**src/rtl/alu_seq.sv**
```systemverilog
// Handshaked sequential ALU: single-cycle ADD/SUB/logic/shift ops, with an optional
// shift-add multiplier that is compiled in only when ALU_SEQ_MUL_EN is defined.
module alu_seq #(
  parameter int WIDTH = 8
) (
  input  logic             clk,
  input  logic             rst_n,
  input  logic             in_valid,
  output logic             in_ready,
  input  logic [WIDTH-1:0] a,
  input  logic [WIDTH-1:0] b,
  input  logic [2:0]       op,
  output logic             out_valid,
  input  logic             out_ready,
  output logic [WIDTH-1:0] result,
  output logic             zero,
  output logic             carry,
  output logic             overflow,
  output logic             error
);

  localparam int SHW = $clog2(WIDTH);

  localparam logic [2:0] OP_ADD = 3'b000;
  localparam logic [2:0] OP_SUB = 3'b001;
  localparam logic [2:0] OP_AND = 3'b010;
  localparam logic [2:0] OP_OR  = 3'b011;
  localparam logic [2:0] OP_XOR = 3'b100;
  localparam logic [2:0] OP_SHL = 3'b101;
  localparam logic [2:0] OP_SHR = 3'b110;
`ifdef ALU_SEQ_MUL_EN
  localparam logic [2:0] OP_MUL = 3'b111;
`endif

  typedef enum logic [1:0] {
    IDLE,
    BUSY,
    DONE
  } state_t;

  state_t state;
  logic   accept;

  logic [WIDTH:0]   sum;
  logic [WIDTH:0]   diff;
  logic [SHW-1:0]   shamt;
  logic [WIDTH:0]   shl_ext;
  logic [WIDTH:0]   shr_ext;
  logic [WIDTH-1:0] c_result;
  logic             c_carry;
  logic             c_overflow;
  logic             c_error;

  assign in_ready = (state == IDLE) || ((state == DONE) && out_ready);
  assign accept   = in_valid && in_ready;

  // One extra bit on each shifter holds the last bit shifted out.
  assign sum     = {1'b0, a} + {1'b0, b};
  assign diff    = {1'b0, a} - {1'b0, b};
  assign shamt   = b[SHW-1:0];
  assign shl_ext = {1'b0, a} << shamt;
  assign shr_ext = {a, 1'b0} >> shamt;

  always_comb begin
    c_result   = '0;
    c_carry    = 1'b0;
    c_overflow = 1'b0;
    c_error    = 1'b0;
    case (op)
      OP_ADD: begin
        c_result   = sum[WIDTH-1:0];
        c_carry    = sum[WIDTH];
        c_overflow = (a[WIDTH-1] == b[WIDTH-1]) && (sum[WIDTH-1] != a[WIDTH-1]);
      end
      OP_SUB: begin
        c_result   = diff[WIDTH-1:0];
        c_carry    = diff[WIDTH];
        c_overflow = (a[WIDTH-1] != b[WIDTH-1]) && (diff[WIDTH-1] != a[WIDTH-1]);
      end
      OP_AND: c_result = a & b;
      OP_OR:  c_result = a | b;
      OP_XOR: c_result = a ^ b;
      OP_SHL: begin
        c_result = shl_ext[WIDTH-1:0];
        c_carry  = shl_ext[WIDTH];
      end
      OP_SHR: begin
        c_result = shr_ext[WIDTH:1];
        c_carry  = shr_ext[0];
      end
      default: begin
`ifndef ALU_SEQ_MUL_EN
        c_error = 1'b1;
`endif
      end
    endcase
  end

`ifdef ALU_SEQ_MUL_EN
  localparam int CW = $clog2(WIDTH);

  logic [2*WIDTH-1:0] mcand;
  logic [WIDTH-1:0]   mplier;
  logic [2*WIDTH-1:0] acc;
  logic [2*WIDTH-1:0] acc_next;
  logic [CW-1:0]      count;

  assign acc_next = acc + (mplier[0] ? mcand : '0);
`endif

  always_ff @(posedge clk or negedge rst_n) begin
    if (!rst_n) begin
      state     <= IDLE;
      out_valid <= 1'b0;
      result    <= '0;
      zero      <= 1'b0;
      carry     <= 1'b0;
      overflow  <= 1'b0;
      error     <= 1'b0;
`ifdef ALU_SEQ_MUL_EN
      mcand     <= '0;
      mplier    <= '0;
      acc       <= '0;
      count     <= '0;
`endif
    end else begin
      case (state)
        IDLE, DONE: begin
          if (accept) begin
`ifdef ALU_SEQ_MUL_EN
            if (op == OP_MUL) begin
              mcand     <= {{WIDTH{1'b0}}, a};
              mplier    <= b;
              acc       <= '0;
              count     <= '0;
              state     <= BUSY;
              out_valid <= 1'b0;
            end else begin
`else
            begin
`endif
              result    <= c_result;
              zero      <= (c_result == '0);
              carry     <= c_carry;
              overflow  <= c_overflow;
              error     <= c_error;
              state     <= DONE;
              out_valid <= 1'b1;
            end
          end else if ((state == DONE) && out_ready) begin
            state     <= IDLE;
            out_valid <= 1'b0;
          end
        end
`ifdef ALU_SEQ_MUL_EN
        // One partial product per cycle; the last step lands on edge WIDTH after acceptance.
        BUSY: begin
          mcand  <= mcand << 1;
          mplier <= mplier >> 1;
          acc    <= acc_next;
          count  <= count + CW'(1);
          if (count == CW'(WIDTH - 1)) begin
            result    <= acc_next[WIDTH-1:0];
            zero      <= (acc_next[WIDTH-1:0] == '0);
            carry     <= |acc_next[2*WIDTH-1:WIDTH];
            overflow  <= 1'b0;
            error     <= 1'b0;
            state     <= DONE;
            out_valid <= 1'b1;
          end
        end
`endif
        default: begin
          state     <= IDLE;
          out_valid <= 1'b0;
        end
      endcase
    end
  end

endmodule

```
**config.mk**
```make
export PLATFORM = sky130hd
export DESIGN_NAME = alu_seq
export DESIGN_NICKNAME = d
export VERILOG_FILES = /design/src/rtl/alu_seq.sv
export SDC_FILE = /design/constraint.sdc
export NUM_CORES = 1
export LEC_CHECK = 0
export ABC_AREA = 1
export CORE_UTILIZATION = 50
export CTS_CLUSTER_SIZE = 25
export DETAILED_ROUTE_END_ITERATION = 8
export GPL_ROUTABILITY_DRIVEN = 0
export PLACE_DENSITY = 0.81
export SYNTH_ARGS = -nofsm -noshare
export SYNTH_HDL_FRONTEND = slang
export SYNTH_SLANG_ARGS = --single-unit
```
**constraint.sdc**
```tcl
create_clock -name clk -period 1.25 [get_ports clk]
set_input_delay 0.1875 -clock clk [delete_from_list [all_inputs] [get_ports clk]]
set_output_delay 0.1875 -clock clk [all_outputs]
set_load 0.02 [all_outputs]
```
==> flow_summary.ini, run 1 <==
[status]
status = stopped before the end
stop_stage = global routing
stop_error = [ERROR GRT-0232] Routing congestion too high. Check the congestion heatmap in the GUI.

[die]
rows = 24
io_pins = 37
start_util_pct = 52.4
die_y_um = 70.0
die_x_um = 70.0

[clock_tree]
cts_made_buffers = 3
htree_levels = 1
cts-root-buf = clkbuf_8
holdBufCountCts = 0
clockBufferDepth = 2
cts_sinks = 13

[synthesis]
syn-num-nets = 454
synth_warnings = 0
ys.flop_type = dfrtp_1
synthTopCellsByCount = nand2_1 (130), nand3_1 (76), inv_1 (55)
synth_area_leaders = nand2_1 (21%), nand3_1 (16%), dfrtp_1 (14%)
syn_inst = 404
synthArstFlopShare_pct = 100
mappedNetlistArea_um2 = 2310
synth-seq-cells = 13
ys_types = 29
synth_top_area_share_pct = 21.1
synth-edff-count = 0
yosysTopAreaCell = nand2_1
avgSynthCellArea_um2 = 5.72
yosysSeqAreaShare_pct = 14.1
synthMostInstantiatedCell = nand2_1

[placed_design]
dp_hpwl_um = 6430
numPortBuffers = 36

[global_routing]
grt_max_degree = 18
grt_use_total_pct = 69.8
gr-total-overflow = 31

[sta]
worst-ep-kind = register input
worst_endpoint = zero$_DFFE_PN0P_/D
==> repair_timing <==
item	4_1_cts
resized for setup	199
setup endpoints to repair	26
setup buffers	18
cloned	1
pin swaps	63
==> metrics by stage <==
step / utilization (%) / instances / area [um^2] / hold slack (ps) / setup WS (ps)
after floorplan: - / 404 / 2490 / -108 / -290
after global placement: 76.0 / 552 / 3350 / 457 / -1000
after detailed placement: 76.0 / 552 / 3350 / 458 / -1050
after CTS: 88.1 / 573 / 3890 / 250 / -356
==> kinds of logic after synthesis <==
kind of cell | Yosys count | share of synthesized area, %
AOI/OAI and AO/OA | 29 | 7.25
xor gates and xnor gates | 2 | 0.758
adders and majority gates | 27 | 15.3
buffers and inverters | 69 | 12.6
DFF | 13 | 14.1
and+or+nand+nor | 264 | 50.1
==> routing by layer <==
metal | GRT usage, % | GRT overflow
met1 | 66.8 | 0
met2 | 88.5 | 15
met3 | 53.7 | 0
met4 | 75.6 | 16
met5 | 10.0 | 0
==> run 2, diff against run 1 <==
CORE_UTILIZATION = 40   (was 50)
CTS_CLUSTER_SIZE = unset   (was 25)
PLACE_DENSITY = unset   (was 0.81)
PLACE_DENSITY_LB_ADDON = 0.15   (was unset)
clock period = 1.6 ns   (was 1.25 ns; I/O delays follow)
==> run 2 against run 1 <==
  * The flow now finishes, with violations (setup timing)
  * Synthesized area unchanged
  * Synthesized cell count unchanged
==> flow_summary.ini, run 2 <==
[critical_path]
arrival_ps = 1870
startpoint_type = input port
endpoint_kind = flip-flop
critical_path_required_ps = 1780
critPathMaxFanout = 3
worstSetupPathType = input port to flip-flop

[clock_tree]
htree_levels = 1
cts-root-buf = clkbuf_8
clockBufferDepth = 2
clk_pin_slew_ps = 50
cts_sinks = 13
cts_made_buffers = 3
cts_tree = done
worstSkewPairLatency_ps = 240

[drt]
firstDrtPassIters = 6
dr_total_vias = 3040
drtIter0Drc = 230
ant_nets = 0
wirelength_um = 8280
vias_per_cell = 5.16
drc = 0
routedWlPerCell_um = 14.1

[finish]
largest_register_ffs = 8
most-common-layout-cells = nand2_1 (113), buf_4 (76), nand3_1 (67)
largest-register = result
stdcell_count = 589
final_layout_size_suffix_gt1_share_pct = 39.7
final_nets = 568
syn_to_final_growth_pct = 63.7
final_cell_area_um2 = 3790
diodes = 0
final_common_cell = nand2_1

[die]
die_area_um2 = 6090
die_x_um = 78.0
core_um2 = 5540
die_y_um = 78.0
start_util_pct = 41.7
io_pins = 37
rows = 27

[synthesis]
syn_inst = 404
mappedNetlistArea_um2 = 2310
synth_warnings = 0
synthMostInstantiatedCell = nand2_1
synth_area_leaders = nand2_1 (21%), nand3_1 (16%), dfrtp_1 (14%)
synth-seq-cells = 13
syn-num-nets = 454
synth-edff-count = 0
synthTopCellsByCount = nand2_1 (130), nand3_1 (76), inv_1 (55)
yosysSeqAreaShare_pct = 14.1
ys.flop_type = dfrtp_1
synthArstFlopShare_pct = 100
ys_types = 29
synth_top_area_share_pct = 21.1
yosysTopAreaCell = nand2_1
avgSynthCellArea_um2 = 5.72

[job]
drv_cap = 0

[min_path]
min_path_type = input port to asynchronous set/reset pin

[placed_design]
dp_hpwl_um = 6310
post-place-cells = 578
place_area_um2 = 3310
numPortBuffers = 36

[global_routing]
gr-total-overflow = 0
grt_pass1_wl_um = 12800
grt_use_total_pct = 26.5
grt_pass1_vias = 2763
grt_max_degree = 20
antenna_found_initial = 0

[status]
status = finished with violations
violations = setup timing

[pwr]
power_frac_seq_pct = 21.1
cellLeakagePower_nw = 1.94
power_density_nw_per_um2 = 502
power.switching_w = 0.000792
total_power_w = 0.00190
combPwrFrac_pct = 63.9
p_int_w = 0.00111
switching_share_pct = 41.7
p_clk_share_pct = 15.0
max-vdd-ir-drop_mv = 0.458

[sta]
holdWs_ps = 359
timing.fmax_mhz = 593
slew_headroom_pct = 62.9
setup_viol = 2
hold_viol = 0
finalClockSkew_ps = 1.17
rsz0062_at_grt = yes
fin_setup_tns_ps = -91.2
drv_slew = 0
fin_crit_ps = 1690
worst_pin_slew_ps = 554
period_share_pct = 105
setup_ws_ps = -86.8
[run 2: cell counts after synthesis]
Identical to the previous run, type by type.
[run 2: what timing repair did]
action	CTS	global route
hold buffers	0	0
hold endpoints to repair	0	0
pin swaps	34	35
buffers inserted	2	7
endpoints found under the setup margin	12	11
resized for setup	87	81
[run 2: cell families (layout without fill, tap and decap cells)]
group                    Yosys count  count (layout)  synth area share, %
buffers and inverters             69             182                 12.6
XOR/XNOR                           2               2                0.758
flip-flops                        13              13                 14.1
adder cells (fa/ha/maj)           27              27                 15.3
AO/OA/AOI/OAI                     29              29                 7.25
AND/OR/NAND/NOR                  264             264                 50.1
[run 2: layout make-up]
type / count / area, um^2
Multi-Input combinational cell: 322 / 2110
Fill cell: 480 / 1750
Timing Repair Buffer: 120 / 986
Sequential cell: 13 / 325
Inverter: 58 / 226
Tap cell: 72 / 90.1
Clock buffer: 4 / 45.0
[run 2: worst max-delay path, stage by stage]
cell	delay (ps)
buf_8	90
inv_6	30
ha_4	160
fa_2	570
inv_2	30
nand2_1	60
nand2_1	50
nor2_1	90
nand2_1	100
nor2_2	130
nand2_1	90
nor2_2	90
nand3_1	80
nand2_1	60
[run 2: worst paths after layout]
check / to / depth (start not counted) / start / slack [ps]
min: result[0] / 1 / rst_n / 360
min reg2reg: overflow / 2 / overflow / 470
min in group clk: overflow / 2 / overflow / 470
max in group asynchronous: out_valid / 1 / rst_n / 880
max reg2reg: zero / 9 / out_valid / 150
max: zero / 14 / a[0] / -90
[run 2: routing by layer]
metal	up-vias	track usage, %	wire length (um)
met1	1367	34.4	3480
met5	-	0	0
met4	0	6.67	200
li1	1518	-	-
met3	22	1.28	522
met2	133	47.9	4080
[run 2: power by group through the flow]
| stage | registers (W) | clock network [W] | logic, W |
|---|---|---|---|
| 6_report | 0.000401 | 0.000285 | 0.00122 |
| 3_3_place_gp | 0.000406 | 0 | 0.000990 |
| 5_1_grt | 0.000408 | 0.000310 | 0.00132 |
| 2_1_floorplan | 0.000467 | 0 | 0.000459 |
| 4_1_cts | 0.000402 | 0.000297 | 0.00107 |
| 3_5_place_dp | 0.000407 | 0 | 0.00100 |
[run 2: stage by stage]
stage,utilization (%),worst slack (ps)
2_1_floorplan,-,-33.0
3_3_place_gp,59.8,-739
3_5_place_dp,59.8,-763
4_1_cts,64.0,-48.5
5_1_grt,68.3,-202
6_report,68.3,-86.8
Power figures use the tool's default switching activity.
